==> config.mk <==
export PLATFORM = sky130hd
export DESIGN_NAME = mult_sched
export DESIGN_NICKNAME = d
export VERILOG_FILES = /design/src/rtl/mult_sched.sv
export SDC_FILE = /design/constraint.sdc
export NUM_CORES = 1
export LEC_CHECK = 0
export ABC_AREA = 1
export ABC_CLOCK_PERIOD_IN_PS = 2100
export BUFFER_PORTS_ARGS = -buffer_cell sky130_fd_sc_hd__buf_2
export CAP_MARGIN = 20
export CORE_MARGIN = 5
export CORE_UTILIZATION = 42
export CTS_CLUSTER_SIZE = 8
export DETAILED_ROUTE_END_ITERATION = 10
export PLACE_DENSITY = 0.78
export REMOVE_ABC_BUFFERS = 1
export SLEW_MARGIN = 5
export SYNTH_ARGS = -nofsm -noshare
export SYNTH_HDL_FRONTEND = slang
export SYNTH_SLANG_ARGS = --single-unit
==> constraint.sdc <==
create_clock -name clk -period 2.1 [get_ports clk]
set_input_delay 0.42 -clock clk [delete_from_list [all_inputs] [get_ports clk]]
set_output_delay 0.42 -clock clk [all_outputs]
set_load 0.01 [all_outputs]
==> src/rtl/mult_sched.sv <==
// Round-robin scheduler that time-shares one bit-serial neuron x weight multiplier among NUM_REQ requesters.
// 20-cycle handshake-to-response latency; req_ready is only offered in IDLE, so requesters simply wait while a job is in flight.
module mult_sched #(
  parameter int NUM_REQ = 4,
  parameter int ID_W    = 2
) (
  input  logic                  clk,
  input  logic                  reset,
  input  logic [NUM_REQ-1:0]    req_valid,
  input  logic [16*NUM_REQ-1:0] req_neuron,
  input  logic [16*NUM_REQ-1:0] req_weight,
  output logic [NUM_REQ-1:0]    req_ready,
  input  logic                  flush,
  output logic                  mult_reset,
  output logic                  mult_enable,
  output logic [15:0]           mult_neuron,
  output logic                  mult_weight_bit,
  input  logic [15:0]           mult_out,
  output logic                  resp_valid,
  output logic [ID_W-1:0]       resp_id,
  output logic [15:0]           resp_data,
  output logic                  busy
);

  typedef enum logic [1:0] {IDLE, RUN, DRAIN, CAPT} state_t;

  state_t          state_q, state_d;
  logic [4:0]      cnt_q, cnt_d;
  logic [ID_W-1:0] rr_ptr_q, rr_ptr_d;
  logic [ID_W-1:0] id_q, id_d;
  logic [ID_W-1:0] resp_id_q, resp_id_d;
  logic [15:0]     w_q, w_d;
  logic [15:0]     neuron_q, neuron_d;
  logic [15:0]     resp_data_q, resp_data_d;
  logic            resp_valid_q, resp_valid_d;
  logic            mult_reset_q, mult_reset_d;

  logic            hi_found, lo_found, gnt_vld;
  logic [ID_W-1:0] hi_idx, lo_idx, gnt_idx;
  logic [15:0]     sel_neuron, sel_weight;

  // Lowest valid index at or above rr_ptr wins; otherwise wrap to the lowest valid index.
  always_comb begin
    hi_found = 1'b0;
    lo_found = 1'b0;
    hi_idx   = '0;
    lo_idx   = '0;
    for (int i = NUM_REQ - 1; i >= 0; i--) begin
      if (req_valid[i]) begin
        lo_found = 1'b1;
        lo_idx   = ID_W'(i);
        if (ID_W'(i) >= rr_ptr_q) begin
          hi_found = 1'b1;
          hi_idx   = ID_W'(i);
        end
      end
    end
    gnt_idx = hi_found ? hi_idx : lo_idx;
    gnt_vld = reset && (state_q == IDLE) && lo_found;

    req_ready  = '0;
    sel_neuron = '0;
    sel_weight = '0;
    for (int i = 0; i < NUM_REQ; i++) begin
      if (ID_W'(i) == gnt_idx) begin
        req_ready[i] = gnt_vld;
        sel_neuron   = req_neuron[16*i +: 16];
        sel_weight   = req_weight[16*i +: 16];
      end
    end
  end

  always_comb begin
    state_d      = state_q;
    cnt_d        = cnt_q;
    rr_ptr_d     = rr_ptr_q;
    id_d         = id_q;
    w_d          = w_q;
    neuron_d     = neuron_q;
    resp_valid_d = 1'b0;
    resp_id_d    = resp_id_q;
    resp_data_d  = resp_data_q;
    mult_reset_d = 1'b1;

    case (state_q)
      IDLE: begin
        if (gnt_vld) begin
          neuron_d = sel_neuron;
          w_d      = sel_weight;
          id_d     = gnt_idx;
          rr_ptr_d = (gnt_idx == ID_W'(NUM_REQ - 1)) ? '0 : gnt_idx + 1'b1;
          cnt_d    = 5'd0;
          state_d  = RUN;
        end
      end
      RUN: begin
        if (cnt_q == 5'd16) begin
          cnt_d   = 5'd0;
          state_d = DRAIN;
        end else begin
          cnt_d = cnt_q + 5'd1;
        end
      end
      DRAIN: state_d = CAPT;
      CAPT: begin
        resp_valid_d = 1'b1;
        resp_id_d    = id_q;
        resp_data_d  = mult_out;
        state_d      = IDLE;
      end
      default: state_d = IDLE;
    endcase

    // Abort keeps the advanced pointer and pulses the multiplier's own reset for one cycle.
    if (flush && (state_q != IDLE)) begin
      state_d      = IDLE;
      cnt_d        = 5'd0;
      mult_reset_d = 1'b0;
      resp_valid_d = 1'b0;
      resp_id_d    = resp_id_q;
      resp_data_d  = resp_data_q;
    end
  end

  always_ff @(posedge clk or negedge reset) begin
    if (!reset) begin
      state_q      <= IDLE;
      cnt_q        <= '0;
      rr_ptr_q     <= '0;
      id_q         <= '0;
      w_q          <= '0;
      neuron_q     <= '0;
      resp_valid_q <= 1'b0;
      resp_id_q    <= '0;
      resp_data_q  <= '0;
      mult_reset_q <= 1'b0;
    end else begin
      state_q      <= state_d;
      cnt_q        <= cnt_d;
      rr_ptr_q     <= rr_ptr_d;
      id_q         <= id_d;
      w_q          <= w_d;
      neuron_q     <= neuron_d;
      resp_valid_q <= resp_valid_d;
      resp_id_q    <= resp_id_d;
      resp_data_q  <= resp_data_d;
      mult_reset_q <= mult_reset_d;
    end
  end

  // Leading zero, then w[14]..w[0], sign bit last.
  always_comb begin
    mult_weight_bit = 1'b0;
    if (state_q == RUN) begin
      if (cnt_q == 5'd16) begin
        mult_weight_bit = w_q[15];
      end else if (cnt_q != 5'd0) begin
        mult_weight_bit = w_q[4'(5'd15 - cnt_q)];
      end
    end
  end

  assign mult_enable = (state_q == RUN);
  assign busy        = (state_q != IDLE);
  assign mult_neuron = neuron_q;
  assign mult_reset  = mult_reset_q;
  assign resp_valid  = resp_valid_q;
  assign resp_id     = resp_id_q;
  assign resp_data   = resp_data_q;

endmodule

## Yosys cells after proc, flatten, opt, wreduce, memory -nomap -nowiden

Index checks and enable logic that the tools add are counted.

- Bits in registers: 63
- Logic and storage cells: 95
- Output and inout port bits: 43
- Input bits: 151

- $add $sub $neg: 3
- Muxes and demuxes: 54
- Reductions and logical operators: 12
- Eq/ne operators: 10
- Bitwise operators: 1
- Order comparisons: 5

Operators by type and width:

| operator | number |
|---|---|
| $mux W16 | 8 |
| $mux W2 | 17 |
| $mux W1 | 23 |
| $mux W5 | 3 |
| $pmux W5 S2 | 1 |
| $pmux W2 S4 | 1 |
| $reduce_and A2 Y1 | 4 |
| $eq A2 B2 Y1 const B | 3 |
| $add A5 B1 Y5 const B | 1 |
| $eq A5 B5 Y1 const B | 1 |
| $lt A4 B5 Y1 const B | 1 |
| $reduce_bool A5 Y1 | 1 |
| $bmux W1 S4 | 1 |
| $eq A2 B2 Y1 const A | 2 |
| $ge A1 B2 Y1 const A | 2 |
| $ge A2 B2 Y1 const A | 2 |
| $logic_not A2 Y1 | 2 |
| $sub A4 B4 Y4 const A | 1 |
| $logic_and A1 B1 Y1 | 3 |
| $ne A3 B1 Y1 const B | 1 |
| $ne A3 B2 Y1 const B | 1 |
| $reduce_bool A3 Y1 | 1 |
| $add A2 B1 Y2 const B | 1 |
| $eq A1 B2 Y1 const A | 1 |
| 3 further kinds | 3 |

## Longest topological paths before layout

Gate-level depths: netlist of run 1.

- Word-level depth: 15
- Depth in mapped cells: 15
- Depth with buffers taken out: 13

## Worst setup path after synthesis of run 1

OpenSTA, ideal clock, no wires.

- Path type: input port to output port
- Start point: input port req_valid[2]
- End point: output port req_ready[0]
- Required time: 1.680 ns
- Stages on the path: 9
- Setup slack: -0.045 ns
- Buffers on the path: 2
- Arrival time: 1.725 ns
- Cell sequence: a21boi_0 o21ai_0 and2_1 nand2_1 ha_1 buf_2 clkbuf_1 inv_1 nor2_1

- Word-level cells in the longest chain between the ends: 8
- Elaborated cells on any way between the ends: 20
- Classes of those cells: mux: 18; reduce/logical: 2

Ends and longest elaborated chain:

| element | line | source |
|---|---|---|
| from (decl) | 9 | `input logic [NUM_REQ-1:0] req_valid,` |
| $mux W2 / $mux W1 (equally long branches) | 49 | `if (req_valid[i]) begin` |
| $mux W2 / $mux W1 (equally long branches) | 52 | `if (ID_W'(i) >= rr_ptr_q) begin` |
| $mux W2 / $mux W1 (equally long branches) | 49 |  |
| $mux W2 / $mux W1 (equally long branches) | 52 |  |
| $mux W2 / $mux W1 (equally long branches) | 49 |  |
| $mux W2 | 58 | `gnt_idx = hi_found ? hi_idx : lo_idx;` |
| $logic_not A2 Y1 | 65 | `if (ID_W'(i) == gnt_idx) begin` |
| $mux W1 * | 65 |  |
| to (decl) | 12 | `output logic [NUM_REQ-1:0] req_ready,` |

Every way passes the cells marked *; elsewhere a longest branch is shown, timed or not.

## Final worst setup path of run 1

- Start point: register rr_ptr_q[1]
- End point: output port req_ready[0]

- Word-level cells in the longest chain between the ends: 12
- Elaborated cells on any way between the ends: 23
- Classes of those cells: order compare: 4; mux: 18; reduce/logical: 1

Ends and longest elaborated chain:

| element | line | source |
|---|---|---|
| from (decl) | 29 | `logic [ID_W-1:0] rr_ptr_q, rr_ptr_d;` |
| from (signal assigned) | 140 | `rr_ptr_q <= rr_ptr_d;` |
| $ge A2 B2 Y1 | 52 |  |
| $mux W2 / $mux W1 (equally long branches) | 52 |  |
| $mux W2 / $mux W1 (equally long branches) | 49 |  |
| $mux W2 / $mux W1 (equally long branches) | 52 |  |
| $mux W2 / $mux W1 (equally long branches) | 49 |  |
| $mux W2 / $mux W1 (equally long branches) | 52 |  |
| $mux W2 / $mux W1 (equally long branches) | 49 |  |
| $mux W2 / $mux W1 (equally long branches) | 52 |  |
| $mux W2 / $mux W1 (equally long branches) | 49 |  |
| $mux W2 * | 58 |  |
| $logic_not A2 Y1 * | 65 |  |
| $mux W1 * | 65 |  |

Marked as above.

==> impl_metrics.yaml, run 1 <==
run_status:
  status: "finished with violations"
  violated_checks: "negative setup slack"
worst_setup_path:
  worstPathCellList: "nor2_1 > nand2_1 > o21ai_2 > inv_2 > nand3_2 > nand2_4 > buf_12 > ha_4 > inv_2 > nor2_2 > buf_2"
  critPathKind: "reg2out"
  critical_path_peak_fanout: 4
  rr_worst_depth: 16
  critical-path-top-cell-by-count: "inv_2"
  crit_slowest_cell: "dfrtp_1"
  launching_element_of_the_worst_setup_path: "rr_ptr_q[1]"
  timing.critical_path.depth: 11
  startpoint_type: "flop"
  reg2reg_setup_slack_ns: -0.09
  crit_family: "flip-flops"
  timing.critical_path.slowest_cell_delay_ns: 0.44
  worst_ep_required_time_ns: 1.68
  data_arrival_time_of_the_critical_path_ns: 1.83
  worst-path-buf-inv: 4
  worst_r2r_startpoint: "rr_ptr_q[1]"
  end_kind: "output port"
  r2r_end: "w_q[12]"
  critical_path.endpoint: "req_ready[0]"
sta:
  max_slew_violation_count: 0
  worst_clock_skew_ns: 0.00630
  min_period_ns: 2.25
  timing.final.ws_setup_ns: -0.153
  grt_setup_unrepaired: "yes"
  hold_violations: 0
  worst_slew_margin_rel_pct: 44.3
  timing.fmax_mhz: 444
  worstMarginPinSlew_ns: 0.836
  final-setup-viol-count: 30
  finalCritPeriodShare_pct: 107
clocking:
  cts_root_buffer: "clkbuf_8"
  clk_pin_slew_worst_paths_ns: 0.07
  clock_tree.buffer_depth: 2
  tritoncts: "built"
  cts.sinks: 63
  clock_insertion_delay_worst_skew_ns: 0.35
  postCtsHoldBufs: 0
  clock_tree.htree_level_count: 3
  number_of_buffers_created_by_cts: 9
place:
  postPlaceCellArea_um2: 4990
  placed_instances: 819
  hpwl_after_detailed_placement_mm: 9.70
  finalWeightedCongestion: 0.885
  io_buffer_count: 193
  dp_slack_ns: -0.168
run:
  timing.max_cap.violations: 0
global_routing:
  met1_usage_pct: 30.0
  grt_use_met2_pct: 39.9
  number_of_antenna_violations_at_the_first_check_in_global_routing: 0
  gr-usage-met3_pct: 5.92
  grt_pass1_vias: 4393
  grt_max_degree: 64
  wire_length_of_the_first_global_routing_pass_mm: 21.5
  grt_most_used_layer: "met2"
  grt_remaining_overflow: 0
  globalRouteTotalUtil_pct: 23.9
floorplanning:
  ios: 194
  fp.dieArea_um2: 11000
  start_util_pct: 43.3
  design.core.area_um2: 8760
  rows: 34
  die_height_um: 105
  die_width_um: 105
synth:
  syn-cell-area_um2: 3790
  synth.top_cells.by_area: "dfrtp_1, nand2_1, nand3_1, o211ai_1, a21oi_1"
  netlist.area_leader.share_pct: 41.6
  synth.yosys.seq_area_share_pct: 41.6
  synth_top_cell_by_area: "dfrtp_1"
  ys_warn_count: 0
  syn_inst: 522
  synth_seq_cells: 63
  syn_avg_cell_area_um2: 7.27
  post_synth_num_cell_types: 27
hold_path:
  hp-class: "in2reg"
route:
  initialDrtViolationCount: 388
  dr.pass1.iters: 5
  overall_routed_net_length_mm: 14.6
  route.detailed.drc: 0
  routed_len_inst_um: 17.0
  avgViaCountPerCell: 5.46
  via_count: 4690
  drt.antenna.violating_nets: 0
cells_and_area:
  layout-area-overhead-vs-synth_pct: 52.7
  antenna_cells_inserted: 0
  stdcell_area_um2: 5790
  final_instance_count_excl_fillers: 859
  final_layout_size_suffix_gt1_share_pct: 41.5
  final_net_count: 907
power_and_ir_drop:
  power_density_nw_per_um2: 1310
  pleak_nw: 3.10
  vdd_ir_drop_max_mv: 0.659
  power.total_mw: 7.61
==> worst min path at each step <==
stage,start,endpoint,slack (ns),cells past startpoint
finish,mult_out[4],resp_data[4],0.26,3
global route,mult_out[10],resp_data[10],0.26,3
CTS,mult_out[4],resp_data[4],0.24,3
detailed placement,resp_data[3],resp_data[3],0.46,2
global placement,resp_data[15],resp_data[15],0.46,2
floorplan,reset,cnt_q[0],0.12,0
==> cells in the final DEF, fill, tap and decap left out, drive strengths merged <==
| master | synthesis | routed |
|---|---|---|
| nor3 | 2 | 2 |
| a21oi | 31 | 31 |
| ha | 10 | 10 |
| clkinv | 3 | 7 |
| a21boi | 1 | 1 |
| o21ai | 14 | 14 |
| and2 | 1 | 1 |
| bufinv | 0 | 1 |
| nand2 | 178 | 178 |
| xor2 | 3 | 3 |
| nor2 | 27 | 27 |
| clkinvlp | 0 | 1 |
| nand3 | 88 | 88 |
| o211ai | 32 | 32 |
| mux2i | 1 | 1 |
| inv | 36 | 36 |
| buf | 19 | 237 |
| clkbuf | 12 | 17 |
| nand4 | 1 | 1 |
| dfrtp | 63 | 63 |
==> logic make-up after synthesis <==
| family | share of synthesized area [%] |
|---|---|
| and+or+nand+nor | 32.9 |
| AOI/OAI and AO/OA | 12.8 |
| buffers and inverters | 8.48 |
| DFF | 41.6 |
| adders and majority gates | 3.30 |
| xor gates and xnor gates | 0.693 |
| muxes | 0.264 |
==> worst register-to-register path: cells and delay by family (launching register included) <==
family                     cells  cell delay (ns)
adders and majority gates      1             0.16
buffers and inverters          6             0.69
and+or+nand+nor                6             0.50
DFF                            1             0.44
AOI/OAI and AO/OA              3             0.30
==> cell usage after synthesis <==
library cell and count:
a21boi_0 1, a21oi_1 30, a21oi_4 1, and2_1 1, buf_2 14, buf_6 5, clkbuf_1 11, clkbuf_2 1
clkinv_1 1, clkinv_2 2, dfrtp_1 63, ha_1 10, inv_1 33, inv_2 3, mux2i_1 1, nand2_1 176
nand2_2 1, nand2_4 1, nand3_1 87, nand3_2 1, nand4_1 1, nor2_1 26, nor2_2 1, nor3_1 2
o211ai_1 32, o21ai_0 14, xor2_1 3
==> where the power goes <==
part | switching [mW] | leakage, nW | internal, mW
Combinational | 2.51 | 2.20 | 2.05
Clock | 0.504 | 0.0960 | 0.544
Sequential | 0.274 | 0.802 | 1.72
==> sequential cells by signal, summed over array words and instances, names as in the netlist <==
name and cells:
mult_neuron 16, resp_data 16, w_q 16, cnt_q 5, id_q 2, resp_id 2
rr_ptr_q 2, state_q 2, mult_reset 1, resp_valid 1
==> metal layers <==
layer	vias up	share of wire, %	wire, um
li1	2171	-	-
met1	2161	38	5500
met2	298	49	7110
met3	60	10	1480
met4	0	3.7	542
met5	-	0	0
==> timing repair <==
item / in CTS / in global routing
setup buffers: 9 / 7
pin swaps: 12 / 34
setup endpoints to repair: 24 / 37
gates cloned: 0 / 9
gates resized for setup: 33 / 47
==> layout make-up <==
type                    count  area, um2
flip-flops and latches     63       1580
fillers                   700       2970
multi-input cells         389       2110
clock buffers              10        128
clock inverters             6       61.3
inverters                  39        164
well taps                 108        135
repair buffers            244       1610
==> metrics by stage <==
stage | utilization, % | hold WS, ns | TNS, ns
final | 66.1 | 0.264 | -1.43
after global routing | 66.1 | 0.258 | -5.34
after CTS | 60.9 | 0.245 | -0.434
after detailed placement | 56.9 | 0.460 | -3.22
after global placement | 56.9 | 0.458 | -1.42
after floorplan | - | 0.124 | -19.45
No activity file was read; power rests on OpenSTA's default activity.
==> run 2: changes to the inputs <==
--- a/config.mk
+++ b/config.mk
@@ -7,7 +7,7 @@
 export LEC_CHECK = 0
 export ABC_AREA = 1
 export ABC_CLOCK_PERIOD_IN_PS = 2100
-export BUFFER_PORTS_ARGS = -buffer_cell sky130_fd_sc_hd__buf_2
+export BUFFER_PORTS_ARGS = -buffer_cell sky130_fd_sc_hd__buf_4
 export CAP_MARGIN = 20
 export CORE_MARGIN = 5
 export CORE_UTILIZATION = 42
==> run 2 against run 1 <==
Net effect: the run still ends with negative setup slack left; sequential share of layout area shrank 0.46 points; non-clock buffer count shrank 15; flip-flop and latch count is the same; critical endpoint is now req_ready[3]; total power shrank 4.0%; clock skew grew 0.0041 ns; setup slack lost 0.019 ns; sequential power is essentially flat; clock power grew 12%; fmax shrank 0.86%; core utilization grew 1.2 points; final cell count shrank 1.7%.
==> impl_metrics.yaml, run 2 (synthesis gave the netlist of run 1 again) <==
cells_and_area:
  final_layout_size_suffix_gt1_share_pct: 38.3
  final_net_count: 892
  layout_common_cells: "buf_4, nand2_1, nand3_1"
  antenna_cells_inserted: 0
  most_common_library_cell_in_the_layout_ignoring_fill_and_taps: "buf_4"
  stdcell_area_um2: 5900
  layout-area-overhead-vs-synth_pct: 55.5
  nFillCells: 708
run:
  timing.max_cap.violations: 0
power_and_ir_drop:
  pleak_nw: 3.05
  vdd_ir_drop_max_mv: 0.558
  power_density_nw_per_um2: 1240
run_status:
  violated_checks: "negative setup slack"
  status: "finished with violations"
sta:
  worst_clock_skew_ns: 0.0104
  hold-worst-slack_ns: 0.271
  grt_setup_unrepaired: "yes"
  tns_ns: -0.592
  timing.fmax_mhz: 440
  worst_slew_margin_rel_pct: 45.5
  finalCritPeriodShare_pct: 108
  worstMarginPinSlew_ns: 0.818
  min_period_ns: 2.27
  timing.final.ws_setup_ns: -0.173
  max_slew_violation_count: 0
  hold_violations: 0
  final-setup-viol-count: 4
floorplanning:
  design.core.area_um2: 8760
  die_height_um: 105
  rows: 34
  fp.dieArea_um2: 11000
  die_width_um: 105
  start_util_pct: 43.3
  ios: 194
worst_setup_path:
  end_kind: "output port"
  rr_worst_depth: 16
  critical_path_peak_fanout: 4
  critPathKind: "reg2out"
  critical_path.endpoint: "req_ready[3]"
  reg2reg_setup_slack_ns: 0.01
  r2r_end: "w_q[5]"
  startpoint_type: "flop"
  launching_element_of_the_worst_setup_path: "rr_ptr_q[1]"
  worst_ep_required_time_ns: 1.68
  worst_r2r_startpoint: "rr_ptr_q[1]"
  data_arrival_time_of_the_critical_path_ns: 1.85
global_routing:
  wire_length_of_the_first_global_routing_pass_mm: 22.1
  grt_pass1_vias: 4519
  globalRouteTotalUtil_pct: 24.4
  number_of_antenna_violations_at_the_first_check_in_global_routing: 0
  grt_max_degree: 64
  grt_remaining_overflow: 0
place:
  postPlaceCellArea_um2: 5450
  dp_slack_ns: -0.116
  hpwl_after_detailed_placement_mm: 9.93
  io_buffer_count: 193
  finalWeightedCongestion: 0.877
route:
  route.detailed.drc: 0
  dr.pass1.iters: 7
  routed_len_inst_um: 16.2
  overall_routed_net_length_mm: 13.7
  drt.antenna.violating_nets: 0
  initialDrtViolationCount: 282
  via_count: 4441
  avgViaCountPerCell: 5.26
clocking:
  number_of_buffers_created_by_cts: 9
  clock_tree.htree_level_count: 3
  tritoncts: "built"
  clk_pin_slew_worst_paths_ns: 0.07
  clock_tree.buffer_depth: 2
  postCtsHoldBufs: 0
  cts_root_buffer: "clkbuf_8"
  clock_insertion_delay_worst_skew_ns: 0.34
  cts.sinks: 63
hold_path:
  hp-class: "in2reg"
  hold_path.startpoint: "mult_out[14]"
-- run 2: cell types whose count changed in the layout (fill, tap and decap cells not counted), moves of 3 or more --
| cell | change |
|---|---|
| clkbuf_16 | -7 |
| buf_2 | -190 |
| nor2_1 | +3 |
| buf_4 | +188 |
| nand3_1 | +14 |
| nand2_4 | -4 |
| buf_12 | -3 |
| nand2_2 | +4 |
| nor2_2 | -4 |
| nand3_2 | -12 |
-- run 2: per-layer routing --
layer | up-vias | part of all wire, % | GRT usage, %
met4 | 0 | 3.9 | 10.8
met3 | 46 | 6.8 | 4.81
li1 | 2139 | - | -
met2 | 200 | 50 | 42.0
met5 | - | 0 | 0
met1 | 2056 | 40 | 29.4
-- run 2: timing repair --
item,4_1_cts,5_1_grt
resized for setup,39,14
buffers inserted,8,2
setup endpoints to repair,21,37
pin swaps,8,8
-- run 2: worst min path at each step --
stage | to | slack [ns] | cells after the start
finish | resp_data[14] | 0.27 | 3
global route | resp_data[14] | 0.28 | 3
CTS | resp_data[14] | 0.26 | 3
detailed placement | resp_data[7] | 0.47 | 2
global placement | resp_data[15] | 0.46 | 2
floorplan | cnt_q[0] | 0.12 | 0
-- run 2: layout make-up --
type	count	area, um2	area share (%)
well taps	108	135	2.29
clock buffers	9	124	2.10
inverters	39	164	2.78
repair buffers	229	1800	30.5
flip-flops and latches	63	1580	26.8
clock inverters	7	97.6	1.65
multi-input cells	389	2000	33.9
-- run 2: metrics by stage --
step	power, mW	util (%)	std cells
detailed placement	5.74	62.2	820
CTS	7.22	66.7	842
floorplan	4.01	-	491
global placement	5.64	62.2	820
global route	7.87	67.3	844
finish	7.30	67.3	844
-- run 2: critical path: stages (launching register included) --
cell and delay, ns:
dfrtp_1 0.41, buf_6 0.14, nor2_4 0.07, nand2_2 0.07
and2_4 0.16, nand2_2 0.08, inv_2 0.06, buf_6 0.12
ha_4 0.16, nand2_4 0.07, clkinv_4 0.05, buf_6 0.11
-- run 2: report_power, final --
group / switching (mW) / internal [mW] / leakage (nW)
Clock: 0.514 / 0.669 / 0.105
Combinational: 2.27 / 1.85 / 2.15
Sequential: 0.274 / 1.72 / 0.800
Total: 3.06 / 4.24 / 3.05
